## config.mk

```make
export PLATFORM = sky130hd
export DESIGN_NAME = sdr_init_seq
export DESIGN_NICKNAME = d
export VERILOG_FILES = /design/src/rtl/sdrc_init_pkg.sv /design/src/rtl/sdr_init_seq_timer.sv /design/src/rtl/sdr_init_seq.sv
export SDC_FILE = /design/constraint.sdc
export NUM_CORES = 1
export LEC_CHECK = 0
export CAP_MARGIN = 20
export CORE_ASPECT_RATIO = 1.2
export CORE_MARGIN = 2
export CORE_UTILIZATION = 25
export DETAILED_ROUTE_END_ITERATION = 16
export GPL_ROUTABILITY_DRIVEN = 1
export PLACE_DENSITY_LB_ADDON = 0.15
export SLEW_MARGIN = 30
export SYNTH_ARGS = -nofsm -noshare
export SYNTH_HDL_FRONTEND = slang
export SYNTH_HIERARCHICAL = 1
export SYNTH_SLANG_ARGS = --single-unit
export TNS_END_PERCENT = 1
```

## constraint.sdc

```tcl
create_clock -name sdram_clk -period 6.2 [get_ports sdram_clk]
set_clock_uncertainty 0.05 [all_clocks]
set_input_delay 1.55 -clock sdram_clk [delete_from_list [all_inputs] [get_ports sdram_clk]]
set_output_delay 1.55 -clock sdram_clk [all_outputs]
set_load 0.01 [all_outputs]
```

## src/rtl/sdrc_init_pkg.sv

```systemverilog
// Shared types and helpers for the SDRAM power-up init sequencer.
// Latency: n/a (types, constants and a pure function only).
// Backpressure: n/a.
package sdrc_init_pkg;

    typedef enum logic [2:0] {
        PWRUP,
        PRE,
        WAIT_RP,
        AREF,
        WAIT_RFC,
        MRS,
        WAIT_MRD,
        DONE
    } init_state_e;

    // {ras_n, cas_n, we_n}
    localparam logic [2:0] CMD_NOP  = 3'b111;
    localparam logic [2:0] CMD_PRE  = 3'b010;
    localparam logic [2:0] CMD_AREF = 3'b001;
    localparam logic [2:0] CMD_MRS  = 3'b000;

    // Address bit that selects "all banks" on PRECHARGE.
    localparam int PRE_ALL_BIT = 10;

    // A programmed wait of 0 cycles is treated as 1 cycle.
    function automatic logic [3:0] max1(input logic [3:0] cfg);
        return (cfg == 4'd0) ? 4'd1 : cfg;
    endfunction

endpackage

```

## src/rtl/sdr_init_seq_timer.sv

```systemverilog
// Loadable 16-bit down-counter with a zero flag, saturating at zero.
// Latency: load/decrement visible on the cycle after the clock edge.
// Backpressure: none; load has priority over decrement.
module sdr_init_timer #(
    parameter logic [15:0] RST_VAL = 16'd0
) (
    input  logic        clk,
    input  logic        rst_n,
    input  logic        load,
    input  logic [15:0] load_val,
    input  logic        dec,
    output logic        zero
);

    logic [15:0] cnt_q;
    logic [15:0] cnt_d;

    // Next count: load wins, otherwise count down and hold at zero.
    always_comb begin
        cnt_d = cnt_q;
        if (load) begin
            cnt_d = load_val;
        end else if (dec && (cnt_q != 16'd0)) begin
            cnt_d = cnt_q - 16'd1;
        end
    end

    // Count register.
    always_ff @(posedge clk or negedge rst_n) begin
        if (!rst_n) begin
            cnt_q <= RST_VAL;
        end else begin
            cnt_q <= cnt_d;
        end
    end

    assign zero = (cnt_q == 16'd0);

endmodule

```

## src/rtl/sdr_init_seq.sv

```systemverilog
// SDRAM power-up sequencer: CKE, NOP hold, PRECHARGE ALL, N x AREF, MRS, done.
// Latency: all outputs registered; each command is max(cfg,1) cycles after the last.
// Backpressure: none; owns the command bus until sdr_init_done.
module sdr_init_seq
    import sdrc_init_pkg::*;
#(
    parameter int SDR_ADDR_W   = 13,
    parameter int SDR_BA_W     = 2,
    parameter int INIT_NOP_CYC = 500,
    parameter int REFRESH_CNT  = 2,
    parameter int TMRD_CYC     = 2
) (
    input  logic                  sdram_clk,
    input  logic                  sdram_resetn,
    input  logic [3:0]            cfg_sdr_trp_d,
    input  logic [3:0]            cfg_sdr_trcar_d,
    input  logic [SDR_ADDR_W-1:0] cfg_sdr_mode_reg,
    input  logic                  cfg_init_req,
    output logic                  sdr_cke,
    output logic                  sdr_cs_n,
    output logic                  sdr_ras_n,
    output logic                  sdr_cas_n,
    output logic                  sdr_we_n,
    output logic [SDR_BA_W-1:0]   sdr_ba,
    output logic [SDR_ADDR_W-1:0] sdr_addr,
    output logic                  sdr_init_done
);

    localparam logic [15:0] INIT_LD = 16'(INIT_NOP_CYC - 1);
    localparam logic [15:0] TMRD_LD = 16'(TMRD_CYC - 1);
    localparam logic [3:0]  REF_N   = 4'(REFRESH_CNT);

    init_state_e state_q, state_d;
    logic [3:0]  ref_cnt_q, ref_cnt_d;
    logic        tmr_load;
    logic [15:0] tmr_load_val;
    logic        tmr_zero;

    logic                  cke_q, cke_d;
    logic                  cs_n_q, cs_n_d;
    logic [2:0]            cmd_q, cmd_d;
    logic [SDR_BA_W-1:0]   ba_q, ba_d;
    logic [SDR_ADDR_W-1:0] addr_q, addr_d;
    logic                  done_q, done_d;

    // The timer only runs once CKE is up, so the reset period does not count
    // towards the NOP hold. The timer is loaded on the edge that issues a
    // command, so the next command fires on the edge where it reads zero.
    sdr_init_timer #(
        .RST_VAL (INIT_LD)
    ) u_timer (
        .clk      (sdram_clk),
        .rst_n    (sdram_resetn),
        .load     (tmr_load),
        .load_val (tmr_load_val),
        .dec      (cke_q),
        .zero     (tmr_zero)
    );

    // Next state, refresh count and timer load.
    always_comb begin
        state_d      = state_q;
        ref_cnt_d    = ref_cnt_q;
        tmr_load     = 1'b0;
        tmr_load_val = 16'd0;
        unique case (state_q)
            PWRUP:          if (cke_q && tmr_zero) state_d = PRE;
            PRE, WAIT_RP:   state_d = tmr_zero ? AREF : WAIT_RP;
            AREF, WAIT_RFC: begin
                if (tmr_zero) state_d = (ref_cnt_q < REF_N) ? AREF : MRS;
                else          state_d = WAIT_RFC;
            end
            MRS, WAIT_MRD:  state_d = tmr_zero ? DONE : WAIT_MRD;
            DONE: begin
                // Soft re-init: one PWRUP cycle with an empty timer gives the
                // single NOP gap before PRECHARGE, without the long hold.
                if (cfg_init_req) begin
                    state_d  = PWRUP;
                    tmr_load = 1'b1;
                end
            end
            default:        state_d = PWRUP;
        endcase
        unique case (state_d)
            PRE: begin
                tmr_load     = 1'b1;
                tmr_load_val = 16'(max1(cfg_sdr_trp_d)) - 16'd1;
                ref_cnt_d    = 4'd0;
            end
            AREF: begin
                tmr_load     = 1'b1;
                tmr_load_val = 16'(max1(cfg_sdr_trcar_d)) - 16'd1;
                ref_cnt_d    = ref_cnt_q + 4'd1;
            end
            MRS: begin
                tmr_load     = 1'b1;
                tmr_load_val = TMRD_LD;
            end
            default: ;
        endcase
    end

    // Command bus decode from the state being entered, so the registered pins
    // line up with the state on the same cycle.
    always_comb begin
        cke_d  = 1'b1;
        cs_n_d = 1'b0;
        cmd_d  = CMD_NOP;
        ba_d   = '0;
        addr_d = '0;
        done_d = (state_d == DONE);
        unique case (state_d)
            PRE: begin
                cmd_d               = CMD_PRE;
                addr_d[PRE_ALL_BIT] = 1'b1;
            end
            AREF:    cmd_d = CMD_AREF;
            MRS: begin
                cmd_d  = CMD_MRS;
                addr_d = cfg_sdr_mode_reg;
            end
            default: ;
        endcase
    end

    // State and output registers.
    always_ff @(posedge sdram_clk or negedge sdram_resetn) begin
        if (!sdram_resetn) begin
            state_q   <= PWRUP;
            ref_cnt_q <= 4'd0;
            cke_q     <= 1'b0;
            cs_n_q    <= 1'b1;
            cmd_q     <= CMD_NOP;
            ba_q      <= '0;
            addr_q    <= '0;
            done_q    <= 1'b0;
        end else begin
            state_q   <= state_d;
            ref_cnt_q <= ref_cnt_d;
            cke_q     <= cke_d;
            cs_n_q    <= cs_n_d;
            cmd_q     <= cmd_d;
            ba_q      <= ba_d;
            addr_q    <= addr_d;
            done_q    <= done_d;
        end
    end

    assign sdr_cke       = cke_q;
    assign sdr_cs_n      = cs_n_q;
    assign sdr_ras_n     = cmd_q[2];
    assign sdr_cas_n     = cmd_q[1];
    assign sdr_we_n      = cmd_q[0];
    assign sdr_ba        = ba_q;
    assign sdr_addr      = addr_q;
    assign sdr_init_done = done_q;

endmodule

```

Word-level counts from Yosys, hierarchy flattened
Index checks and enable logic that the tools add are counted.
{"block": "word_totals", "regBits": 42, "input_bits": 24, "output_inout_bits": 21, "word_cells": 57}
{"block": "op_classes", "add_sub_neg": 4, "order_cmp": 1, "eq_ne": 11, "mux": 20, "n_reduce_logical": 13}
{"op": "$pmux 16 s3", "n": 1}
{"op": "$mux 16", "n": 2}
{"op": "$eq 3x3->1 const B", "n": 6}
{"op": "$logic_not 16->1", "n": 1}
{"op": "$reduce_bool 16->1", "n": 1}
{"op": "$sub 16x1->16 const B", "n": 1}
{"op": "$pmux 3 s5", "n": 1}
{"op": "$mux 3", "n": 4}
{"op": "$mux 10", "n": 1}
{"op": "$sub 4x1->5 const B", "n": 2}
{"op": "$eq 3x2->1 const B", "n": 3}
{"op": "$pmux 3 s3", "n": 1}
{"op": "$logic_not 4->1", "n": 2}
{"op": "$mux 4", "n": 2}
{"op": "$pmux 4 s2", "n": 1}
{"op": "$eq 3x1->1 const B", "n": 2}
{"op": "$reduce_or 2->1", "n": 3}
{"op": "$mux 1", "n": 5}
{"op": "$add 4x1->4 const B", "n": 1}
{"op": "$lt 4x2->1 const B", "n": 1}
{"op": "$reduce_bool 2->1", "n": 2}
{"op": "$logic_not 3->1", "n": 1}
{"op": "$reduce_or 3->1", "n": 1}
{"op": "$logic_and 1x1->1", "n": 2}
{"op": "2 further kinds", "n": 2}

Logic depth before layout (Yosys ltp)
Gate-level depths: netlist of run 1.
{"block": "logic_depth", "ltp_word": 8, "ltp_mapped": 15, "depth_no_buf": 15}

Cells and area by module
Netlist of run 1, hierarchy kept.
{"module": "sdr_init_seq", "instances": 1, "cells_each": 121, "area_per_inst_um2": 1265.0, "seq_area_each_um2": 655.6}
{"module": "sdr_init_timer", "instances": 1, "cells_each": 124, "area_per_inst_um2": 1072.3, "seq_area_each_um2": 409.1}

Least setup slack after synthesis of run 1
OpenSTA, ideal clock, no wires.
{"block": "synth_timing", "kind": "flip-flop to flip-flop", "startpoint": "reg u_timer.cnt_q[0]", "endpoint": "reg u_timer.cnt_q[2]", "setup_ns": 0.077, "arrival_ns": 3.454, "required_ns": 6.073, "path_slack_ns": 2.619, "path_stages_with_launch": 15, "n_path_buf": 0, "synth_period_minus_slack_ns": 3.581, "cell_sequence": "dfstp_2 -> inv_1 -> ha_1 -> nor4b_1 -> nand4_1 -> inv_1 -> or4b_4 -> a211oi_4 -> o21ai_2 -> mux2_2 -> ha_1 -> or3_1 -> a21oi_1 -> nand2_1 -> o21ai_1"}
{"block": "synth_between", "elab_cells_between_ends": 19, "classes_between": "add/sub: 1; eq/ne: 3; mux: 9; reduce/logical: 6"}
{"item": "from (decl)", "line": "sdr_init_seq_timer.sv:15", "source": "logic [15:0] cnt_q;"}
{"item": "from (signal assigned)", "line": "sdr_init_seq_timer.sv:33", "source": "cnt_q <= cnt_d;"}
{"item": "$logic_not 16->1 *", "line": "sdr_init_seq_timer.sv:37", "source": "assign zero = (cnt_q == 16'd0);"}
{"item": "named net tmr_zero", "line": "sdr_init_seq.sv:37", "source": "logic tmr_zero;"}
{"item": "$logic_and 1x1->1", "line": "sdr_init_seq.sv:67", "source": "PWRUP: if (cke_q && tmr_zero) state_d = PRE;"}
{"item": "$mux 3", "line": "sdr_init_seq.sv:67"}
{"item": "$pmux 3 s5 *", "line": "sdr_init_seq.sv:66", "source": "unique case (state_q)"}
{"item": "$eq 3x3->1 (tied with other cells)", "line": "sdr_init_seq.sv:84", "source": "unique case (state_d)"}
{"item": "$pmux 16 s3 *", "line": "sdr_init_seq.sv:84"}
{"item": "named net tmr_load_val[2]", "line": "sdr_init_seq.sv:36", "source": "logic [15:0] tmr_load_val;"}
{"item": "$mux 16 *", "line": "sdr_init_seq_timer.sv:21", "source": "if (load) begin"}
Mark *: on every way through the listed nets, which the timed path passes. The rest lies on a longest branch. The select of a mux whose other input is x is not followed.
A chain may end at the register's enable or synchronous reset.

Worst setup path in the final report of run 1
{"block": "layout_timing", "startpoint": "reg u_timer.cnt_q[0]", "endpoint": "reg u_timer.cnt_q[7]"}
{"block": "layout_between", "elab_chain_cells": 8, "elab_cells_between_ends": 19, "classes_between": "add/sub: 1; eq/ne: 3; mux: 9; reduce/logical: 6"}
{"item": "$logic_not 16->1 *", "line": "sdr_init_seq_timer.sv:37"}
{"item": "named net tmr_zero", "line": "sdr_init_seq.sv:37"}
{"item": "$logic_and 1x1->1", "line": "sdr_init_seq.sv:67"}
{"item": "$mux 3", "line": "sdr_init_seq.sv:67"}
{"item": "$pmux 3 s5 *", "line": "sdr_init_seq.sv:66"}
{"item": "$eq 3x3->1 (tied with other cells)", "line": "sdr_init_seq.sv:84"}
{"item": "$reduce_or 3->1 (no line)"}
{"item": "$mux 1", "line": "sdr_init_seq.sv:84"}
{"item": "$mux 16 or $reduce_bool 2->1 (tied branches)"}
Marked as above.

==> results by group, run 1 <==
Power
  • P_leak: 1.22 nW
  • PwrDens: 227 nW/µm²
  • IR drop worst, VDD: 0.0994 mV
  • Tot Pwr: 675 µW

Worst setup path
  • Crit path DAT: 4.31 ns
  • CP endpoint kind: register
  • Data required, critical path: 6.37 ns
  • RR Endpoint: u_timer/cnt_q[7]
  • Critical path type: register to register
  • R2R Setup Slk: 2.06 ns
  • Nature of the critical path startpoint: register
  • Register-to-Register Path Depth: 13
  • Reg-to-Reg Start: u_timer/cnt_q[0]
  • Crit Path Max Fanout: 12

Synthesis
  • Top-count cell post-synth: dfrtp_1
  • Area fraction in compound gates after synthesis: 0.166
  • Post-synth EDFFs: 0
  • Ys flop type: dfrtp_1
  • Largest family of logic cells by synthesized area: simple AND/OR/NAND/NOR gates
  • Synth Area in Simple Gates: 0.280
  • Yosys synthesis warning count: 6
  • Unique masters post-synth: 57
  • Area share of the leading cell type in the synthesized netlist: 0.332
  • Seq/Total Area, Yosys: 0.456
  • Async S/R FF share, synth: 1.00
  • Cells after Synth: 245
  • Ranking of synthesized cells by area: dfrtp_1 (33%), dfstp_2 (12%), and2_1 (4.6%)
  • Biggest area consumer among synthesized cells: dfrtp_1
  • Post-synthesis mux area share: 0.0353
  • Post-Synth Adder-Cell Area: 0.0161
  • Post-synthesis cell area: 2340 µm²
  • Commonest cells in the netlist: dfrtp_1 (31), nand2_1 (22), nor2_1 (21)
  • Number of synthesized register bits: 42
  • Post-Synth XOR/XNOR Area: 0.00749
  • Synth Area per Inst: 9.54 µm²

Die
  • Cell Rows: 38
  • Core Area: 9080 µm²
  • I/O pins: 45
  • Full die area: 10,100 µm²
  • Die X: 92.3 µm
  • Vert. Die Dim: 110 µm
  • Initial Utilization: 0.257

Finish
  • Multi-input logic area: 1190 µm²
  • Fraction of layout cells with a size suffix above 1: 0.118
  • Filler cells: 943
  • Final nets: 313
  • Diodes inserted: 0
  • Sequential Area: 1060 µm²
  • Fin cells: 407
  • Area growth from synthesis to layout: 27.3%

Clock tree
  • CTS tree: built
  • # H-tree levels: 2
  • Root Buffer: clkbuf_8
  • Post-CTS Setup Bufs: 0
  • # hold bufs at CTS: 0
  • Sink Count: 42
  • Max Buffers Root-to-Sink: 2
  • Clock-pin slew on the worst setup and hold paths: 0.09 ns
  • CTS buffer count: 5
  • Number of gates resized after CTS: 0
  • Clk_lat worst skew: 0.29 ns

Place
  • HPWL after detailed placement: 4.06 mm
  • GP Congestion: 0.815
  • Placed cells: 399
  • Pre-CTS setup slack: 2.08 ns
  • Port-buffer cells: 42

STA
  • TNS Setup: 0 ns
  • WHS: 0.493 ns
  • Slew Limit Fails: 0
  • Worst slew pin tran: 0.625 ns
  • Final hold vios: 0
  • Min cycle time layout: 4.14 ns
  • Final worst slack: 2.06 ns
  • RSZ-0062 raised after global routing: false
  • Slew headroom: 0.578
  • Period utilization: 0.668
  • Fmax: 241 MHz
  • Final setup vio count: 0

Hold path
  • Min-delay src: ref_cnt_q[0]
  • Hold Crit Endpoint: ref_cnt_q[0]
  • Hold Crit Class: register to register
  • Hold path cells: 1

Route
  • Vias/cell: 4.73
  • Initial DRC count: 60
  • DRT antenna net count: 0
  • Residual DRC: 0
  • WL final: 5.51 mm
  • Vias: 1,924
  • Initial DRT Pass Iterations: 6
  • Wire per inst: 13.5 µm

Global routing
  • Total GRT Usage: 0.114
  • Largest net degree at the start of global routing: 43
  • Vias in the first global route: 1,959
  • First-pass GRT wire length: 9.29 mm
  • GRT overflow: 0
  • Initial antenna violation count: 0

Job
  • Max-cap violation count: 0

Outcome
  • Status: complete, no violations
final cells by class:
class,instances,area share
clock buffer,5,0.0231
clock inverter,3,0.0151
inverter,7,0.00883
multi-input combinational,187,0.402
sequential,42,0.358
tap,120,0.0505
timing repair buffer,43,0.143
cell families (layout without fill, tap and decap cells):
family | after synthesis | in the layout
AO/OA/AOI/OAI | 55 | 55
XOR/XNOR | 2 | 2
adder cells (fa/ha/maj) | 3 | 3
buffers and inverters | 18 | 58
flip-flops | 42 | 42
multiplexers | 8 | 8
other | 2 | 4
AND/OR/NAND/NOR | 115 | 115
registers in the layout (all words and copies together) (netlist names):
| signal | flops |
|---|---|
| u_timer/cnt_q | 16 |
| sdr_addr | 13 |
| ref_cnt_q | 4 |
| cmd_q | 3 |
| state_q | 3 |
| sdr_cke | 1 |
| sdr_cs_n | 1 |
| sdr_init_done | 1 |
metal layers:
metal  share of wire  routed length (µm)  GRT usage  vias up
li1                -                   -          -      970
met1            0.45                2500      0.137      924
met2            0.52                2840      0.205       30
met3           0.030                 168     0.0254        0
met4               0                   0     0.0320        0
met5               0                   0          0        -
power breakdown:
| part | total, mW | internal, mW | switching [mW] | leakage [nW] |
|---|---|---|---|---|
| Combinational | 0.109 | 0.0564 | 0.0529 | 0.658 |
| Sequential | 0.345 | 0.311 | 0.0335 | 0.506 |
| Clock | 0.221 | 0.120 | 0.101 | 0.0504 |
worst max-delay path by stage:
| stage | start | slack (ns) | endpoint |
|---|---|---|---|
| after floorplan | u_timer/cnt_q[0] | 2.62 | u_timer/cnt_q[2] |
| after global placement | cfg_init_req | 2.04 | u_timer/cnt_q[2] |
| after detailed placement | cfg_init_req | 2.08 | u_timer/cnt_q[2] |
| after CTS | u_timer/cnt_q[0] | 2.04 | u_timer/cnt_q[7] |
| after global routing | u_timer/cnt_q[0] | 1.61 | u_timer/cnt_q[7] |
| final | u_timer/cnt_q[0] | 2.06 | u_timer/cnt_q[7] |
per-stage QoR:
stage,utilization,area (µm²)
after detailed placement,0.315,2860
after global routing,0.328,2980
final,0.328,2980
after floorplan,-,2340
after CTS,0.328,2980
after global placement,0.315,2860
cell usage in the layout (no fill, tap or decap), types with 2 or more instances in the layout:
cell type and count:
a31oi_1 6, nand4_1 4, conb_1 4, clkbuf_8 5, clkdlybuf4s50_1 41, nor4_1 3
or4b_2 2, dfstp_2 11, o21ai_1 6, o211a_1 2, o21ai_0 9, nor4b_1 4
nand4b_1 3, clkinvlp_4 2, a21o_1 3, or4_1 5, a21oi_1 13, mux2i_1 6
and2_1 17, nand2_1 22, o31ai_1 2, nand3_1 5, dfrtp_1 31, buf_4 2
nor2_1 21, o31a_1 2, nor3_1 11, nor2b_1 3, or3_1 5, ha_1 3
o41ai_1 2, inv_1 6
worst max-delay path: stages (launching register included):
cell      delay, ns
dfstp_2        0.38
inv_1          0.08
ha_1           0.21
nor4b_1        0.54
nand4_1        0.36
inv_1          0.25
or4b_4         0.54
a211oi_4       0.31
o21ai_2        0.16
mux2_2         0.26
ha_1           0.15
and4_1         0.52
nor2_1         0.07
a31oi_1        0.17
(Power assumes the default switching activity.)
==> run 2, diff against run 1 <==
- clock period: 6.2 -> 4 ns (I/O delays scaled with it)
==> results by group, run 2 (synthesis results as in run 1) <==
Outcome
  • Status: complete, no violations

Finish
  • Final nets: 322
  • Diodes inserted: 0
  • Max reg flops: 16
  • Most common cell after layout, fill and taps aside: clkdlybuf4s50_1
  • Largest Register: u_timer/cnt_q
  • Area growth from synthesis to layout: 30.6%
  • Sequential Area: 1060 µm²
  • Most frequent cells in the layout: clkdlybuf4s50_1 (41), dfrtp_1 (31), nand2_1 (22), nor2_1 (21), and2_1 (17)
  • Filler cells: 933
  • Multi-input logic area: 1200 µm²
  • Fraction of layout cells with a size suffix above 1: 0.145
  • Finished Cell Area: 3050 µm²

Die
  • Full die area: 10,100 µm²
  • I/O pins: 45
  • Vert. Die Dim: 110 µm
  • Cell Rows: 38
  • Core Area: 9080 µm²
  • Initial Utilization: 0.257
  • Die X: 92.3 µm

Power
  • Comb pwr share: 0.171
  • Tot Pwr: 1.07 mW
  • Flop pwr share: 0.492
  • PwrDens: 352 nW/µm²
  • Clock share of power: 0.336
  • Internal power: 781 µW
  • P_sw: 292 µW
  • IR drop worst, VDD: 0.134 mV
  • P_leak: 1.27 nW
  • Switch share: 0.272

Worst setup path
  • CP endpoint kind: register
  • Critical Path Source: u_timer/cnt_q[0]
  • Data required, critical path: 4.18 ns
  • Crit path max-delay family: simple AND/OR/NAND/NOR gates
  • Nature of the critical path startpoint: register
  • CP max stage delay: 0.52 ns
  • Crit path max-delay cell type: or4b_4
  • Crit Path Max Fanout: 8
  • Crit path DAT: 3.73 ns
  • Crit-path cells: inv_1 -> ha_1 -> nor4b_2 -> nand4_1 -> inv_1 -> or4b_4 -> a211oi_4 -> o21ai_2 -> mux2_2 -> ha_1 -> or3_1 -> a21oi_1 -> nand2_1 -> o21ai_1
  • Critical path type: register to register
  • R2R Setup Slk: 0.45 ns
  • WP buf/inv: 2
  • Reg-to-Reg Start: u_timer/cnt_q[0]

Global routing
  • Vias in the first global route: 2,011
  • Largest net degree at the start of global routing: 43
  • GRT overflow: 0
  • First-pass GRT wire length: 9.98 mm
  • Total GRT Usage: 0.124
  • Initial antenna violation count: 0

Route
  • Residual DRC: 0
  • Vias: 1,971
  • Initial DRT Pass Iterations: 4
  • Wire per inst: 13.9 µm
  • DRT antenna net count: 0
  • Initial DRC count: 50
  • Vias/cell: 4.74
  • WL final: 5.80 mm

Clock tree
  • Root Buffer: clkbuf_8
  • CTS tree: built
  • # H-tree levels: 2
  • Sink Count: 42
  • Clock-pin slew on the worst setup and hold paths: 0.09 ns
  • Max Buffers Root-to-Sink: 2
  • Clk_lat worst skew: 0.29 ns
  • # hold bufs at CTS: 0
  • CTS buffer count: 5

Hold path
  • Hold Crit Class: register to register
  • Min-delay src: u_timer/cnt_q[8]

Job
  • Max-cap violation count: 0

STA
  • Final worst slack: 0.449 ns
  • Slew headroom: 0.627
  • WHS: 0.492 ns
  • Slew Limit Fails: 0
  • Period utilization: 0.888
  • Final hold vios: 0
  • Final setup vio count: 0
  • RSZ-0062 raised after global routing: false
  • TNS Setup: 0 ns
  • Min cycle time layout: 3.55 ns
  • Fmax: 282 MHz
  • Worst slew pin tran: 0.557 ns

Place
  • HPWL after detailed placement: 4.28 mm
  • Port-buffer cells: 42
  • Pre-CTS setup slack: 0.278 ns
  • DP Area: 2930 µm²
  • GP Congestion: 0.765
==> run 2: cell count changes in the layout (fill, tap and decap cells not counted), sizes merged <==
cell and delta:
buf +9, clkbuf +2, clkinvlp -2
==> run 2: final cells by class <==
type	count	share of cell area
Tap cell	120	0.0492
Timing Repair Buffer	52	0.162
Sequential cell	42	0.349
Clock buffer	7	0.0283
Inverter	7	0.00861
Multi-Input combinational cell	187	0.394
Clock inverter	1	0.00984
==> run 2: power groups by stage <==
stage                     clock [mW]  sequential (mW)  combinational, mW
after floorplan                    0            0.520              0.121
after global placement             0            0.536              0.184
after detailed placement           0            0.536              0.185
after CTS                      0.378            0.528              0.186
after global routing           0.394            0.534              0.209
final                          0.361            0.528              0.184
==> run 2: layer usage <==
metal | share of wire | track usage | vias to the layer above
met5 | 0 | 0 | -
met4 | 0.0024 | 0.0352 | 0
met3 | 0.032 | 0.0247 | 2
met2 | 0.54 | 0.228 | 38
met1 | 0.42 | 0.147 | 946
li1 | - | - | 985
==> run 2: path summary, 6_finish.rpt <==
check | cells after the start | end
setup / recovery | 14 | u_timer/cnt_q[2]
hold / removal | 2 | u_timer/cnt_q[8]
setup reg to reg | 14 | u_timer/cnt_q[2]
hold reg to reg | 2 | u_timer/cnt_q[8]
max in group asynchronous | 1 | u_timer/cnt_q[4]
min in group asynchronous | 1 | u_timer/cnt_q[9]
==> run 2: repair_timing <==
| action | CTS | global route |
|---|---|---|
| resized for setup | 0 | 1 |
| endpoints found under the setup margin | 0 | 1 |
| setup buffers | 0 | 0 |
==> run 2: worst min-delay path: cells and delay by family, from the launching register on <==
family / cells / cell delay [ns]
AO/OA/AOI/OAI: 2 / 0.13
flip-flops: 1 / 0.41
==> run 2: per-stage QoR <==
| step | utilization | instances |
|---|---|---|
| 2_1_floorplan | - | 247 |
| 6_report | 0.336 | 416 |
| 4_1_cts | 0.335 | 416 |
| 5_1_grt | 0.336 | 416 |
| 3_5_place_dp | 0.323 | 408 |
| 3_3_place_gp | 0.322 | 408 |
==> run 3, diff against run 2 <==
- REMOVE_ABC_BUFFERS: unset -> 1
==> results by group, run 3 (synthesis results as in run 1) <==
STA
  • Final hold vios: 0
  • Final worst slack: 0.392 ns
  • Slew Limit Fails: 0
  • Final setup vio count: 0
  • TNS Setup: 0 ns
  • RSZ-0062 raised after global routing: false
  • Fmax: 277 MHz
  • Worst slew pin tran: 0.559 ns
  • Slew headroom: 0.626
  • Period utilization: 0.902
  • Min cycle time layout: 3.61 ns

Finish
  • Fraction of layout cells with a size suffix above 1: 0.149
  • Largest Register: u_timer/cnt_q
  • Multi-input logic area: 1200 µm²
  • Diodes inserted: 0
  • Fin cells: 416
  • Finished Cell Area: 3070 µm²
  • Final nets: 322
  • Area growth from synthesis to layout: 31.5%
  • Most common cell after layout, fill and taps aside: clkdlybuf4s50_1
  • Filler cells: 959
  • Most frequent cells in the layout: clkdlybuf4s50_1 (41), dfrtp_1 (31), nand2_1 (22), nor2_1 (21), and2_1 (17)
  • Max reg flops: 16
  • Sequential Area: 1060 µm²

Worst setup path
  • Crit-path cells: inv_1 -> ha_1 -> nor4b_2 -> nand4_1 -> inv_1 -> or4b_4 -> a211oi_4 -> o21ai_2 -> mux2_2 -> ha_1 -> or3_1 -> a21oi_1 -> nand2_1 -> o21ai_1
  • Crit path max-delay family: simple AND/OR/NAND/NOR gates
  • WP buf/inv: 2
  • Critical path type: register to register
  • Crit path max-delay cell type: or4b_4
  • Data required, critical path: 4.18 ns
  • Nature of the critical path startpoint: register
  • CP endpoint kind: register
  • CP max stage delay: 0.52 ns
  • Crit Path Max Fanout: 8
  • Crit path DAT: 3.79 ns

Die
  • Initial Utilization: 0.257
  • Full die area: 10,100 µm²
  • Vert. Die Dim: 110 µm
  • Cell Rows: 38
  • Die X: 92.3 µm
  • Core Area: 9080 µm²
  • I/O pins: 45

Global routing
  • Vias in the first global route: 1,983
  • Largest net degree at the start of global routing: 43
  • Total GRT Usage: 0.121
  • GRT overflow: 0
  • Initial antenna violation count: 0
  • First-pass GRT wire length: 9.88 mm

Clock tree
  • CTS buffer count: 5
  • CTS tree: built
  • Clock-pin slew on the worst setup and hold paths: 0.09 ns
  • # H-tree levels: 2
  • Clk_lat worst skew: 0.30 ns
  • Max Buffers Root-to-Sink: 2
  • Sink Count: 42
  • Post-CTS Setup Bufs: 0
  • Root Buffer: clkbuf_8

Place
  • Placed cells: 408
  • HPWL after detailed placement: 4.25 mm
  • Pre-CTS setup slack: 0.229 ns
  • GP Congestion: 0.773
  • DP Area: 2930 µm²
  • Port-buffer cells: 42

Power
  • P_sw: 300 µW
  • P_leak: 1.28 nW
  • PwrDens: 367 nW/µm²
  • IR drop worst, VDD: 0.212 mV
  • Clock share of power: 0.364
  • Internal power: 829 µW
  • Comb pwr share: 0.166
  • Flop pwr share: 0.470
  • Switch share: 0.266

Job
  • Max-cap violation count: 0

Route
  • Initial DRT Pass Iterations: 4
  • Initial DRC count: 81
  • Residual DRC: 0
  • Vias: 1,991
  • DRT antenna net count: 0
  • Vias/cell: 4.79
  • WL final: 5.72 mm
  • Wire per inst: 13.8 µm

Hold path
  • Hold Crit Class: register to register

Outcome
  • Status: complete, no violations
## run 3: cell types whose count changed in the layout (fill, tap and decap cells not counted), sizes merged
cell / change
clkbuf: -2
bufinv: +1
clkinv: +1
## run 3: repair_timing
| item | CTS | global route |
|---|---|---|
| endpoints found under the setup margin | 0 | 1 |
| gates resized for setup | 0 | 1 |
| hold endpoints to repair | 0 | 0 |
| hold buffers | 0 | 0 |
## run 3: path summary, 6_finish.rpt
path | startpoint | cells after the start | slack (ns) | to
max | u_timer/cnt_q[0] | 14 | 0.39 | u_timer/cnt_q[2]
min | u_timer/cnt_q[8] | 2 | 0.50 | u_timer/cnt_q[8]
max in group asynchronous | sdram_resetn | 1 | 2.88 | u_timer/cnt_q[5]
min reg2reg | u_timer/cnt_q[8] | 2 | 0.50 | u_timer/cnt_q[8]
min in group asynchronous | sdram_resetn | 1 | 0.63 | u_timer/cnt_q[9]
max reg2reg | u_timer/cnt_q[0] | 14 | 0.39 | u_timer/cnt_q[2]
## run 3: power by group through the flow
| stage | combinational (mW) | sequential [mW] | clock [mW] |
|---|---|---|---|
| final | 0.188 | 0.530 | 0.411 |
| after floorplan | 0.110 | 0.528 | 0 |
| after global routing | 0.208 | 0.538 | 0.447 |
| after detailed placement | 0.188 | 0.537 | 0 |
| after CTS | 0.189 | 0.529 | 0.433 |
| after global placement | 0.183 | 0.536 | 0 |
## run 3: final cells by class
type	count	area share
clock buffers	5	0.0224
clock inverters	3	0.0224
inverters	7	0.00855
multi-input cells	187	0.391
flip-flops and latches	42	0.346
well taps	120	0.0489
repair buffers	52	0.160
## run 3: per-layer routing
metal | global-route usage | vias to the layer above | share of wire
met5 | 0 | - | 0
met1 | 0.150 | 956 | 0.46
li1 | - | 988 | -
met4 | 0.0299 | 0 | 0.011
met2 | 0.215 | 41 | 0.49
met3 | 0.0274 | 6 | 0.039
## run 3: worst register-to-register path, stage by stage (launching register included)
cell      delay [ns]
dfstp_2         0.38
inv_1           0.09
ha_1            0.21
nor4b_2         0.34
nand4_1         0.20
inv_1           0.13
or4b_4          0.52
a211oi_4        0.30
o21ai_2         0.17
mux2_2          0.31
ha_1            0.20
or3_1           0.37
a21oi_1         0.15
nand2_1         0.06
o21ai_1         0.07
## run 3: metrics by stage
stage | util | hold slack, ns | total power [mW]
2_1_floorplan | - | 0.440 | 0.637
3_5_place_dp | 0.323 | 0.487 | 0.725
3_3_place_gp | 0.322 | 0.481 | 0.719
5_1_grt | 0.338 | 0.527 | 1.19
4_1_cts | 0.338 | 0.500 | 1.15
6_report | 0.338 | 0.499 | 1.13
